===== src/rtl/lsu_pkg.sv =====
// -----------------------------------------------------------------------------
// lsu_pkg
// Shared definitions for the load/store alignment unit.
//   - MemOp encodings (size in bits [1:0], unsigned flag in bit [2])
//   - FSM state enum
//   - Error-cause codes, which are kept internally so the single out_err
//     flag can be traced back to its reason
//   - Helpers for legality, alignment and byte-lane masks
// -----------------------------------------------------------------------------
package lsu_pkg;

    localparam logic [2:0] MEMOP_B  = 3'b000;
    localparam logic [2:0] MEMOP_H  = 3'b001;
    localparam logic [2:0] MEMOP_W  = 3'b010;
    localparam logic [2:0] MEMOP_BU = 3'b100;
    localparam logic [2:0] MEMOP_HU = 3'b101;

    typedef enum logic [1:0] {
        IDLE = 2'd0,
        REQ  = 2'd1,
        WAIT = 2'd2,
        DONE = 2'd3
    } lsu_state_e;

    localparam logic [2:0] ERR_NONE     = 3'd0;
    localparam logic [2:0] ERR_CONFLICT = 3'd1;  // load and store both requested
    localparam logic [2:0] ERR_MEMOP    = 3'd2;  // unknown code, or unsigned store
    localparam logic [2:0] ERR_MISALIGN = 3'd3;
    localparam logic [2:0] ERR_TIMEOUT  = 3'd4;

    // A code is legal if it is a known size; unsigned codes are load-only.
    function automatic logic memop_legal(input logic [2:0] op, input logic is_store);
        logic ok;
        case (op)
            MEMOP_B, MEMOP_H, MEMOP_W: ok = 1'b1;
            MEMOP_BU, MEMOP_HU:        ok = ~is_store;
            default:                   ok = 1'b0;
        endcase
        return ok;
    endfunction

    // Natural alignment check for the access size.
    function automatic logic memop_aligned(input logic [2:0] op, input logic [1:0] off);
        logic ok;
        case (op)
            MEMOP_W:            ok = (off == 2'b00);
            MEMOP_H, MEMOP_HU:  ok = (off[0] == 1'b0);
            MEMOP_B, MEMOP_BU:  ok = 1'b1;
            default:            ok = 1'b0;
        endcase
        return ok;
    endfunction

    // Byte-lane enables for an aligned access.
    function automatic logic [3:0] memop_mask(input logic [2:0] op, input logic [1:0] off);
        logic [3:0] m;
        case (op)
            MEMOP_B, MEMOP_BU:  m = 4'b0001 << off;
            MEMOP_H, MEMOP_HU:  m = 4'b0011 << off;
            MEMOP_W:            m = 4'b1111;
            default:            m = 4'b0000;
        endcase
        return m;
    endfunction

endpackage


===== src/rtl/lsu_align_if.sv =====
// -----------------------------------------------------------------------------
// lsu_align_if
// Bundles the three handshakes of the alignment unit:
//   execute side : in_valid/in_ready, in_addr, in_wdata, in_MemOp, in_WrEn, in_RdEn
//   memory side  : mem_req_valid/mem_req_ready, mem_addr, mem_wen, mem_wdata,
//                  mem_wmask, mem_rsp_valid, mem_rdata
//   writeback    : out_valid/out_ready, out_rdata, out_err
// slave  : the alignment unit itself
// master : the environment (execute stage + memory + writeback)
// -----------------------------------------------------------------------------
interface lsu_align_if #(
    parameter int AW = 32,
    parameter int DW = 32
);
    logic          in_valid;
    logic          in_ready;
    logic [AW-1:0] in_addr;
    logic [DW-1:0] in_wdata;
    logic [2:0]    in_MemOp;
    logic          in_WrEn;
    logic          in_RdEn;

    logic          mem_req_valid;
    logic          mem_req_ready;
    logic [AW-1:0] mem_addr;
    logic          mem_wen;
    logic [DW-1:0] mem_wdata;
    logic [3:0]    mem_wmask;
    logic          mem_rsp_valid;
    logic [DW-1:0] mem_rdata;

    logic          out_valid;
    logic          out_ready;
    logic [DW-1:0] out_rdata;
    logic          out_err;

    modport slave (
        input  in_valid, in_addr, in_wdata, in_MemOp, in_WrEn, in_RdEn,
        output in_ready,
        output mem_req_valid, mem_addr, mem_wen, mem_wdata, mem_wmask,
        input  mem_req_ready, mem_rsp_valid, mem_rdata,
        output out_valid, out_rdata, out_err,
        input  out_ready
    );

    modport master (
        output in_valid, in_addr, in_wdata, in_MemOp, in_WrEn, in_RdEn,
        input  in_ready,
        input  mem_req_valid, mem_addr, mem_wen, mem_wdata, mem_wmask,
        output mem_req_ready, mem_rsp_valid, mem_rdata,
        input  out_valid, out_rdata, out_err,
        output out_ready
    );
endinterface


===== src/rtl/lsu_extend.sv =====
// -----------------------------------------------------------------------------
// lsu_extend
// Combinational load-data extraction: shifts the addressed lane down to bit 0
// and sign- or zero-extends according to MemOp.
//   i_rdata  : full aligned word from memory
//   i_off    : byte offset within the word
//   i_memop  : access size/sign code
//   o_result : extended value (0 for an unknown code)
// -----------------------------------------------------------------------------
module lsu_extend
    import lsu_pkg::*;
#(
    parameter int DW = 32
) (
    input  logic [DW-1:0] i_rdata,
    input  logic [1:0]    i_off,
    input  logic [2:0]    i_memop,
    output logic [DW-1:0] o_result
);

    logic [DW-1:0] w_shifted;

    // Lane shift followed by size/sign selection.
    always_comb begin
        w_shifted = i_rdata >> {i_off, 3'b000};
        o_result  = '0;
        case (i_memop)
            MEMOP_B:  o_result = {{(DW-8){w_shifted[7]}},   w_shifted[7:0]};
            MEMOP_H:  o_result = {{(DW-16){w_shifted[15]}}, w_shifted[15:0]};
            MEMOP_W:  o_result = w_shifted;
            MEMOP_BU: o_result = {{(DW-8){1'b0}},           w_shifted[7:0]};
            MEMOP_HU: o_result = {{(DW-16){1'b0}},          w_shifted[15:0]};
            default:  o_result = '0;
        endcase
    end

endmodule


===== src/rtl/lsu_align.sv =====
// -----------------------------------------------------------------------------
// lsu_align
// Load/store alignment unit between execute and the data-memory port.
// One access is taken per in_valid/in_ready handshake. Legal, aligned accesses
// produce a word-aligned memory request with lane enables and lane-shifted
// store data; the unit then waits for the response and returns extended load
// data. Conflicting, illegal or misaligned accesses never reach memory and
// complete with out_err one cycle after acceptance.
// Ports:
//   clk : rising-edge clock
//   rst : asynchronous active-high reset
//   bus : lsu_align_if.slave (execute, memory and writeback handshakes)
// All outputs come straight from registers.
// -----------------------------------------------------------------------------
module lsu_align
    import lsu_pkg::*;
#(
    parameter int AW      = 32,
    parameter int DW      = 32,
    parameter int TIMEOUT = 255
) (
    input  logic        clk,
    input  logic        rst,
    lsu_align_if.slave  bus
);

    localparam int            CW       = $clog2(TIMEOUT + 1);
    localparam logic [CW-1:0] TO_LIMIT = CW'(TIMEOUT);

    lsu_state_e    r_state,         w_state_nxt;
    logic          r_in_ready,      w_in_ready_nxt;
    logic          r_mem_req_valid, w_mem_req_valid_nxt;
    logic [AW-1:0] r_mem_addr,      w_mem_addr_nxt;
    logic          r_mem_wen,       w_mem_wen_nxt;
    logic [DW-1:0] r_mem_wdata,     w_mem_wdata_nxt;
    logic [3:0]    r_mem_wmask,     w_mem_wmask_nxt;
    logic          r_out_valid,     w_out_valid_nxt;
    logic [DW-1:0] r_out_rdata,     w_out_rdata_nxt;
    logic          r_out_err,       w_out_err_nxt;
    logic [2:0]    r_err_cause,     w_err_cause_nxt;
    logic [1:0]    r_off,           w_off_nxt;
    logic [2:0]    r_memop,         w_memop_nxt;
    logic          r_is_load,       w_is_load_nxt;
    logic [CW-1:0] r_cnt,           w_cnt_nxt;

    logic [1:0]    w_off;
    logic          w_noop;
    logic          w_conflict;
    logic          w_legal;
    logic          w_aligned;
    logic [3:0]    w_mask;
    logic [DW-1:0] w_wdata_sh;
    logic [DW-1:0] w_ext;
    logic [DW-1:0] w_rsp_result;

    // Request decode, evaluated on the live execute-stage inputs.
    assign w_off      = bus.in_addr[1:0];
    assign w_noop     = ~bus.in_WrEn & ~bus.in_RdEn;
    assign w_conflict = bus.in_WrEn & bus.in_RdEn;
    assign w_legal    = memop_legal(bus.in_MemOp, bus.in_WrEn);
    assign w_aligned  = memop_aligned(bus.in_MemOp, w_off);
    assign w_mask     = memop_mask(bus.in_MemOp, w_off);
    assign w_wdata_sh = bus.in_wdata << {w_off, 3'b000};

    // Extraction uses the latched offset/MemOp so the execute inputs may move.
    lsu_extend #(.DW(DW)) u_extend (
        .i_rdata  (bus.mem_rdata),
        .i_off    (r_off),
        .i_memop  (r_memop),
        .o_result (w_ext)
    );

    // Stores write back zero; loads write back the extended lane.
    assign w_rsp_result = r_is_load ? w_ext : '0;

    // Next-state and next-output logic.
    always_comb begin
        w_state_nxt         = r_state;
        w_mem_req_valid_nxt = r_mem_req_valid;
        w_mem_addr_nxt      = r_mem_addr;
        w_mem_wen_nxt       = r_mem_wen;
        w_mem_wdata_nxt     = r_mem_wdata;
        w_mem_wmask_nxt     = r_mem_wmask;
        w_out_rdata_nxt     = r_out_rdata;
        w_err_cause_nxt     = r_err_cause;
        w_off_nxt           = r_off;
        w_memop_nxt         = r_memop;
        w_is_load_nxt       = r_is_load;
        w_cnt_nxt           = r_cnt;

        case (r_state)
            IDLE: begin
                if (bus.in_valid) begin
                    w_out_rdata_nxt = '0;
                    if (w_noop) begin
                        w_state_nxt     = DONE;
                        w_err_cause_nxt = ERR_NONE;
                    end else if (w_conflict) begin
                        w_state_nxt     = DONE;
                        w_err_cause_nxt = ERR_CONFLICT;
                    end else if (!w_legal) begin
                        w_state_nxt     = DONE;
                        w_err_cause_nxt = ERR_MEMOP;
                    end else if (!w_aligned) begin
                        w_state_nxt     = DONE;
                        w_err_cause_nxt = ERR_MISALIGN;
                    end else begin
                        w_state_nxt         = REQ;
                        w_err_cause_nxt     = ERR_NONE;
                        w_mem_req_valid_nxt = 1'b1;
                        w_mem_addr_nxt      = {bus.in_addr[AW-1:2], 2'b00};
                        w_mem_wen_nxt       = bus.in_WrEn;
                        // Loads carry no lane enables or write data.
                        w_mem_wmask_nxt     = bus.in_WrEn ? w_mask : 4'b0000;
                        w_mem_wdata_nxt     = bus.in_WrEn ? w_wdata_sh : '0;
                        w_off_nxt           = w_off;
                        w_memop_nxt         = bus.in_MemOp;
                        w_is_load_nxt       = bus.in_RdEn;
                    end
                end else begin
                    w_state_nxt = IDLE;
                end
            end

            REQ: begin
                if (bus.mem_req_ready) begin
                    w_mem_req_valid_nxt = 1'b0;
                    w_cnt_nxt           = '0;
                    // Zero-wait memory answers in the handshake cycle itself.
                    if (bus.mem_rsp_valid) begin
                        w_state_nxt     = DONE;
                        w_out_rdata_nxt = w_rsp_result;
                    end else begin
                        w_state_nxt = WAIT;
                    end
                end else begin
                    w_state_nxt = REQ;
                end
            end

            WAIT: begin
                // A response arriving on the limit cycle still wins.
                if (bus.mem_rsp_valid) begin
                    w_state_nxt     = DONE;
                    w_out_rdata_nxt = w_rsp_result;
                end else if (r_cnt == TO_LIMIT) begin
                    w_state_nxt     = DONE;
                    w_out_rdata_nxt = '0;
                    w_err_cause_nxt = ERR_TIMEOUT;
                end else begin
                    w_cnt_nxt = r_cnt + CW'(1);
                end
            end

            DONE: begin
                if (bus.out_ready) begin
                    w_state_nxt     = IDLE;
                    w_out_rdata_nxt = '0;
                    w_err_cause_nxt = ERR_NONE;
                end else begin
                    w_state_nxt = DONE;
                end
            end

            default: begin
                w_state_nxt         = IDLE;
                w_mem_req_valid_nxt = 1'b0;
                w_out_rdata_nxt     = '0;
                w_err_cause_nxt     = ERR_NONE;
            end
        endcase

        w_in_ready_nxt  = (w_state_nxt == IDLE);
        w_out_valid_nxt = (w_state_nxt == DONE);
        w_out_err_nxt   = (w_err_cause_nxt != ERR_NONE);
    end

    // State and output registers.
    always_ff @(posedge clk or posedge rst) begin
        if (rst) begin
            r_state         <= IDLE;
            r_in_ready      <= 1'b1;
            r_mem_req_valid <= 1'b0;
            r_mem_addr      <= '0;
            r_mem_wen       <= 1'b0;
            r_mem_wdata     <= '0;
            r_mem_wmask     <= 4'b0000;
            r_out_valid     <= 1'b0;
            r_out_rdata     <= '0;
            r_out_err       <= 1'b0;
            r_err_cause     <= ERR_NONE;
            r_off           <= 2'b00;
            r_memop         <= 3'b000;
            r_is_load       <= 1'b0;
            r_cnt           <= '0;
        end else begin
            r_state         <= w_state_nxt;
            r_in_ready      <= w_in_ready_nxt;
            r_mem_req_valid <= w_mem_req_valid_nxt;
            r_mem_addr      <= w_mem_addr_nxt;
            r_mem_wen       <= w_mem_wen_nxt;
            r_mem_wdata     <= w_mem_wdata_nxt;
            r_mem_wmask     <= w_mem_wmask_nxt;
            r_out_valid     <= w_out_valid_nxt;
            r_out_rdata     <= w_out_rdata_nxt;
            r_out_err       <= w_out_err_nxt;
            r_err_cause     <= w_err_cause_nxt;
            r_off           <= w_off_nxt;
            r_memop         <= w_memop_nxt;
            r_is_load       <= w_is_load_nxt;
            r_cnt           <= w_cnt_nxt;
        end
    end

    assign bus.in_ready      = r_in_ready;
    assign bus.mem_req_valid = r_mem_req_valid;
    assign bus.mem_addr      = r_mem_addr;
    assign bus.mem_wen       = r_mem_wen;
    assign bus.mem_wdata     = r_mem_wdata;
    assign bus.mem_wmask     = r_mem_wmask;
    assign bus.out_valid     = r_out_valid;
    assign bus.out_rdata     = r_out_rdata;
    assign bus.out_err       = r_out_err;

endmodule


===== src/flat_wrapper.sv =====
// flat-port wrapper written by rule: the top's interface ports become plain ports
module lsu_align_flat import lsu_pkg::*;
#(
    parameter int AW      = 32,
    parameter int DW      = 32,
    parameter int TIMEOUT = 255
)
  (clk, rst, bus_in_valid, bus_in_addr, bus_in_wdata, bus_in_MemOp, bus_in_WrEn, bus_in_RdEn, bus_in_ready, bus_mem_req_valid, bus_mem_addr, bus_mem_wen, bus_mem_wdata, bus_mem_wmask, bus_mem_req_ready, bus_mem_rsp_valid, bus_mem_rdata, bus_out_valid, bus_out_rdata, bus_out_err, bus_out_ready);
  lsu_align_if #(.AW(AW), .DW(DW)) bus_i ();
  input  logic clk;
  input  logic rst;
  input wire logic [$bits(bus_i.in_valid)-1:0] bus_in_valid;
  input wire logic [$bits(bus_i.in_addr)-1:0] bus_in_addr;
  input wire logic [$bits(bus_i.in_wdata)-1:0] bus_in_wdata;
  input wire logic [$bits(bus_i.in_MemOp)-1:0] bus_in_MemOp;
  input wire logic [$bits(bus_i.in_WrEn)-1:0] bus_in_WrEn;
  input wire logic [$bits(bus_i.in_RdEn)-1:0] bus_in_RdEn;
  output wire logic [$bits(bus_i.in_ready)-1:0] bus_in_ready;
  output wire logic [$bits(bus_i.mem_req_valid)-1:0] bus_mem_req_valid;
  output wire logic [$bits(bus_i.mem_addr)-1:0] bus_mem_addr;
  output wire logic [$bits(bus_i.mem_wen)-1:0] bus_mem_wen;
  output wire logic [$bits(bus_i.mem_wdata)-1:0] bus_mem_wdata;
  output wire logic [$bits(bus_i.mem_wmask)-1:0] bus_mem_wmask;
  input wire logic [$bits(bus_i.mem_req_ready)-1:0] bus_mem_req_ready;
  input wire logic [$bits(bus_i.mem_rsp_valid)-1:0] bus_mem_rsp_valid;
  input wire logic [$bits(bus_i.mem_rdata)-1:0] bus_mem_rdata;
  output wire logic [$bits(bus_i.out_valid)-1:0] bus_out_valid;
  output wire logic [$bits(bus_i.out_rdata)-1:0] bus_out_rdata;
  output wire logic [$bits(bus_i.out_err)-1:0] bus_out_err;
  input wire logic [$bits(bus_i.out_ready)-1:0] bus_out_ready;
  assign bus_i.in_valid = bus_in_valid;
  assign bus_i.in_addr = bus_in_addr;
  assign bus_i.in_wdata = bus_in_wdata;
  assign bus_i.in_MemOp = bus_in_MemOp;
  assign bus_i.in_WrEn = bus_in_WrEn;
  assign bus_i.in_RdEn = bus_in_RdEn;
  assign bus_in_ready = bus_i.in_ready;
  assign bus_mem_req_valid = bus_i.mem_req_valid;
  assign bus_mem_addr = bus_i.mem_addr;
  assign bus_mem_wen = bus_i.mem_wen;
  assign bus_mem_wdata = bus_i.mem_wdata;
  assign bus_mem_wmask = bus_i.mem_wmask;
  assign bus_i.mem_req_ready = bus_mem_req_ready;
  assign bus_i.mem_rsp_valid = bus_mem_rsp_valid;
  assign bus_i.mem_rdata = bus_mem_rdata;
  assign bus_out_valid = bus_i.out_valid;
  assign bus_out_rdata = bus_i.out_rdata;
  assign bus_out_err = bus_i.out_err;
  assign bus_i.out_ready = bus_out_ready;
  lsu_align #(.AW(AW), .DW(DW), .TIMEOUT(TIMEOUT)) u_core (.clk(clk), .rst(rst), .bus(bus_i));
endmodule

===== config.mk =====
export PLATFORM = sky130hd
export DESIGN_NAME = lsu_align_flat
export DESIGN_NICKNAME = d
export VERILOG_FILES = /design/src/rtl/lsu_pkg.sv /design/src/rtl/lsu_align_if.sv /design/src/rtl/lsu_extend.sv /design/src/rtl/lsu_align.sv /design/src/flat_wrapper.sv
export SDC_FILE = /design/constraint.sdc
export NUM_CORES = 1
export LEC_CHECK = 0
export ABC_CLOCK_PERIOD_IN_PS = 4100
export CAP_MARGIN = 20
export CORE_ASPECT_RATIO = 1.1
export CORE_MARGIN = 2
export CORE_UTILIZATION = 42
export DETAILED_ROUTE_END_ITERATION = 8
export PLACE_DENSITY = 0.85
export SLEW_MARGIN = 20
export SYNTH_ARGS = -nofsm -noshare
export SYNTH_HDL_FRONTEND = slang
export SYNTH_HIERARCHICAL = 1
export SYNTH_SLANG_ARGS = --single-unit

===== constraint.sdc =====
create_clock -name clk -period 4.1 [get_ports clk]
set_clock_uncertainty 0.1 [all_clocks]
set_input_delay 0.82 -clock clk [delete_from_list [all_inputs] [get_ports clk]]
set_output_delay 0.82 -clock clk [all_outputs]
set_load 0.01 [all_outputs]

# Yosys cells after proc, flatten, opt, wreduce, memory -nomap -nowiden
# Index checks and enable logic that the tools add are counted.
[op_classes]
addsub = 1
multipliers = 0
div_mod_pow = 0
order_cmp = 0
eq_ne = 24
n_shift = 4
muxes = 45
n_bitwise = 7
n_reduce_logical = 16
[op_table]
columns = ["operator", "n"]
rows = [
  ["two-way mux 32 bit", 8],
  ["case mux 32 bit (5 select lines)", 1],
  ["case mux 32 bit (4 select lines)", 1],
  ["<< shifter 32 x 5 -> 32 bit", 1],
  ["right shift 32 x 5 -> 32 bit", 1],
  ["two-way mux 8 bit", 3],
  ["two-way mux 3 bit", 7],
  ["two-way mux 2 bit", 10],
  ["!= test 2 bit (second input constant)", 8],
  ["case mux 8 bit (2 select lines)", 1],
  ["== test 3 bit (second input constant)", 4],
  ["case mux 4 bit (3 select lines)", 1],
  ["case mux 3 bit (3 select lines)", 1],
  ["adder 8 x 1 -> 8 bit (second input constant)", 1],
  ["== test 8 bit (second input constant)", 1],
  ["case mux 2 bit (4 select lines)", 1],
  ["two-way mux 1 bit", 7],
  ["AND reduction 7 bit", 1],
  ["== test 2 bit (second input constant)", 3],
  ["== test 3 x 1 -> 1 bit (second input constant)", 2],
  ["== test 3 x 2 -> 1 bit (second input constant)", 2],
  ["logical NOT 2 bit", 3],
  ["logical NOT 3 bit", 2],
  ["AND reduction 6 bit", 1],
  ["other kinds (16)", 26],
]
[word_totals]
regBits = 122
latch_bits = 0
ram_bits = 0
mem_bits_ro = 0
n_memories = 0

# Depth between registers and ports, before layout
[depth]
depth_word = 10
depth_mapped = 9
depth_no_buf = 7

# Modules after synthesis
# The synthesis kept the hierarchy.
[modules_own_cells]
columns = ["mod", "instances", "cells_per_inst", "area_each_um2"]
rows = [
  ["lsu_align", 1, 616, 5536.6],
  ["lsu_extend", 1, 111, 843.3],
]

# Least setup slack after synthesis
# Ideal clock, no wire load.
[synth_timing]
kind = "in2reg"
from = "input bus_in_WrEn"
to = "register u_core.r_memop[2]"
setup_time_ns = 0.065
arrival_ns = 2.138
required_ns = 3.935
setup_slack_ns = 1.797
cell_stages = 8
path_buffers = 3
path_cell_list = "inv_1 > clkbuf_1 > ha_1 > o2111ai_2 > buf_2 > buf_2 > nand2_1 > nand2_1"
[synth_via]
elab_chain_cells = 4
[synth_rtl]
columns = ["element", "line_no", "source"]
rows = [
  ["start: declaration", "flat_wrapper.sv:16", "input wire logic [$bits(bus_i.in_WrEn)-1:0] bus_in_WrEn;"],
  ["NOT 1 bit", "lsu_pkg.sv:36, lsu_align.sv:58", ""],
  ["AND 1 bit", "lsu_align.sv:58", "assign w_noop = ~bus.in_WrEn & ~bus.in_RdEn;"],
  ["NOT 1 bit (no line)", "--", ""],
  ["AND reduction 6 bit (no line) *", "--", ""],
  ["end signal: assignment", "lsu_align.sv:209", "r_memop <= w_memop_nxt;"],
  ["end: declaration", "lsu_align.sv:42", "logic [2:0] r_memop, w_memop_nxt;"],
]
# Mark *: on every way between the ends. The rest lies on a longest branch, timed or not.
# A chain may end at the register's enable or synchronous reset.

# Worst setup path after layout
[layout_timing]
from = "input bus_in_WrEn"
to = "register u_core.r_mem_wdata[21], in the netlist u_core/bus.mem_wdata[21]"
[layout_via]
elab_chain_cells = 4
[layout_rtl]
columns = ["element", "line_no", "source"]
rows = [
  ["NOT 1 bit", "lsu_pkg.sv:36, lsu_align.sv:58", ""],
  ["AND 1 bit", "lsu_align.sv:58", ""],
  ["NOT 1 bit (no line)", "--", ""],
  ["AND reduction 6 bit (no line)", "--", ""],
  ["end signal: assignment", "lsu_align.sv:202", "r_mem_wdata <= w_mem_wdata_nxt;"],
  ["end: declaration", "lsu_align.sv:35", "logic [DW-1:0] r_mem_wdata, w_mem_wdata_nxt;"],
]
# Several ways; a longest one is shown, not always the timed one.

==> metrics.md <==
| Metric | Value |
|---|---|
| Total wire length | `18,300 um` |
| Drt first pass iters | `5` |
| VDD IR max | `415 uV` |
| ANT cells | `0` |
| Largest net degree at the start of global routing | `52` |
| DIE AREA | `0.0162 mm^2` |
| Min Tclk post-route | `2.99 ns` |
| Resize count post-CTS | `0` |
| # Max-Cap Violations | `0` |
| Hold Startpoint | `u_core/bus.mem_addr[4]$_DFFE_PP0P_` |
| Dpl hpwl | `between 10,000 and 15,000 um` |
| Via Count | `5,990` |
| Outcome | `finished clean` |
| Crit-path max FO | `44` |
| Die width | `122 um` |
| Least-Margin Pin Slew | `0.855 ns` |
| Routability congestion estimate from global placement | `0.875` |
| # setup viols final | `0` |
| Relative slew slack | `42.8%` |
| Port Buffers | `approximately 210` |
| Vias in the first global route | `slightly below 6,000` |
| Post-synth top flop | `dfrtp_1` |
| Initial Utilization | `42.7%` |
| CP Data Required Time | `4.34 ns` |
| Row Count | `47` |
| Crit end category | `flop` |
| I/O pin total | `212` |
| Die Ht | `between 100 and 150 um` |
| Vias per Instance | `5.33` |
| Overall global routing resource usage | `23.0%` |
| Layout Nets | `1,029` |
| Ys Warns | `6` |
| Fin. Hold Viols | `0` |
| Synthesized instance count | `approximately 730` |
| Async S/R FF share, synth | `100%` |
| Clock sink count | `~120` |
| Hold Path Sink | `u_core/bus.mem_addr[4]$_DFFE_PP0P_` |
| Seq/Total Area, Yosys | `47.9%` |
| Core box area | `between 0.01 and 0.015 mm^2` |
| Unrepaired setup endpoints after global routing | `no` |
| Worst r2r path cells | `7` |
| Bufs on Longest Clock Path | `2` |
| First-pass GRT wire length | `just under 30,000 um` |
| Worst Setup Slack, final | `roughly 1.1 ns` |
| Tightest Hold Check Type | `reg2reg` |
| Synthesized flop and latch total | `122` |
| Setup TNS | `0 ns` |
| WS Path Type | `in2reg` |
| Initial antenna violation count | `0` |
| DR WL/cell | `16.3 um` |
| EDFF count, synth | `0` |
| Setup WS pre-CTS | `0.665 ns` |
| RR Endpoint | `u_core/bus.out_rdata[10]$_DFFE_PP0P_` |
| RR Startpoint | `u_core/r_state[0]$_DFF_PP0_` |
| Residual DRC | `0` |
| Synthesis-to-layout area growth | `43.5%` |
| Worst reg2reg setup slack | `approximately 1.7 ns` |
| CTS buffer count | `17` |
| Initial DRC Count | `between 500 and 600` |
| Post-synth cell types | `53` |
| PD cells | `633 mW/mm^2` |
| # hold bufs at CTS | `0` |
| Overflow left after global routing | `0` |
| Leak | `3.88 nW` |
| Final period util | `roughly 73%` |
| Slew Limit Fails | `0` |
| Worst hold stages | `2` |
| CTS tree | `yes` |
| Most common cell after layout, fill and taps aside | `nand2_1` |
| Worst-path clk slew | `0.06 ns` |
| Post-Syn Area | `between 0.006 and 0.007 mm^2` |
| CTS root buf | `clkbuf_16` |
| Clock latency on the worst-skew pair | `approximately 0.42 ns` |
| ANT nets after route | `0` |
| Layout cells sized above 1 | `about 8%` |
| H-tree depth | `4` |
| CP arrival | `around 3.2 ns` |
| Startpoint Class | `input port` |
| Mapped Avg Cell Area | `8.78 um^2` |
| Max Clock Freq | `334 MHz` |
| Setup bufs post-CTS | `0` |
| Most frequent cells in the layout | `242 x nand2_1, 208 x clkdlybuf4s50_1, 121 x dfrtp_1` |
[power breakdown]
part | total (mW) | internal, mW | switching (mW)
Clock | 1.40 | 0.877 | 0.525
Sequential | 1.91 | 1.60 | 0.308
Combinational | 2.48 | 1.21 | 1.28
Total | 5.79 | 3.68 | 2.11
[cells in the mapped netlist, types with 2 or more instances]
cell type / number / share of area [%]
a31oi_1: 2 / 0.20
o21ai_1: 16 / 1.3
nand2b_1: 4 / 0.39
o211ai_1: 21 / 2.5
a21oi_1: 11 / 0.86
nor2b_1: 12 / 1.2
mux2_2: 17 / 3.0
dfrtp_1: 121 / 47
o21ai_0: 69 / 5.4
nor3b_1: 2 / 0.24
o31ai_1: 11 / 1.3
nand3b_1: 9 / 1.1
mux2i_1: 25 / 3.9
xnor2_1: 5 / 0.69
nand4_1: 2 / 0.20
nand3_1: 9 / 0.71
o22ai_1: 2 / 0.20
a211oi_1: 15 / 1.8
inv_1: 10 / 0.59
nand2_1: 242 / 14
nor3_1: 10 / 0.78
nor2_1: 19 / 1.1
buf_6: 3 / 0.53
clkbuf_1: 26 / 1.5
buf_2: 20 / 1.6
ha_1: 7 / 1.4
buf_4: 4 / 0.47
or3_1: 2 / 0.20
a2bb2oi_1: 7 / 0.96
[sequential cells by signal (all words and copies together) (netlist names)]
signal                    count
u_core/r_cnt                  8
u_core/bus.out_err            1
u_core/r_state                2
u_core/r_is_load              1
u_core/r_memop                3
u_core/r_off                  2
u_core/bus.out_rdata         32
u_core/bus.mem_wmask          4
u_core/bus.mem_req_valid      1
u_core/bus.mem_addr          30
u_core/bus.in_ready           1
u_core/bus.mem_wdata         32
u_core/r_err_cause            3
u_core/bus.mem_wen            1
u_core/bus.out_valid          1
[how the worst max path moves through the flow]
stage                      from                                    to  slack (ns)
global route        bus_in_WrEn  u_core/bus.mem_wdata[21]$_DFFE_PP0P_        0.83
detailed placement  bus_in_WrEn  u_core/bus.mem_wdata[21]$_DFFE_PP0P_        0.67
finish              bus_in_WrEn  u_core/bus.mem_wdata[21]$_DFFE_PP0P_        1.11
CTS                 bus_in_WrEn  u_core/bus.mem_wdata[21]$_DFFE_PP0P_        1.12
floorplan                   rst   u_core/bus.mem_addr[10]$_DFFE_PP0P_        1.68
global placement    bus_in_WrEn  u_core/bus.mem_wdata[20]$_DFFE_PP0P_        0.77
[stage by stage]
| step | hold slack (ns) | std cells | instance area (um^2) | util [%] | power (mW) |
|---|---|---|---|---|---|
| floorplan | 0.349 | 728 | 6390 | - | 3.27 |
| global placement | 0.357 | 1092 | 8600 | 57.6 | 4.34 |
| detailed placement | 0.361 | 1092 | 8600 | 57.6 | 4.38 |
| CTS | 0.375 | 1124 | 9150 | 61.3 | 5.82 |
| global route | 0.400 | 1124 | 9150 | 61.3 | 6.16 |
| finish | 0.375 | 1124 | 9150 | 61.3 | 5.79 |
[cell type report]
class / count / area, um^2
tap: 196 / 245
sequential: 122 / 3050
multi-input combinational: 542 / 3050
clock buffer: 25 / 485
timing repair buffer: 222 / 2210
clock inverter: 7 / 66.3
fill: 1266 / 5780
inverter: 10 / 41.3
[worst max-delay path: stages]
cell and delay, ns:
clkdlybuf4s50_1 0.66, inv_1 0.29, ha_1 0.43, o2111ai_4 0.35
buf_12 0.32, nor3_1 0.19, a21oi_1 0.07, o21ai_1 0.09
[cells by family (layout without fill, tap and decap cells)]
family                   after synthesis  in the layout  synth area share (%)
XOR/XNOR                               5              5                 0.686
multiplexers                          43             43                  7.28
AO/OA/AOI/OAI                        161            161                  15.6
adder cells (fa/ha/maj)                7              7                  1.37
AND/OR/NAND/NOR                      324            324                  22.4
other                                  1              2                0.0588
flip-flops                           122            122                  47.9
buffers and inverters                 64            264                  4.77
[routing by layer]
layer	GRT usage, %	up-vias	part of all wire (%)
li1	-	2862	-
met5	0	-	0
met2	36.4	266	47
met4	8.88	0	2.3
met3	7.23	33	8.6
met1	29.5	2829	42
(Power assumes the default switching activity.)
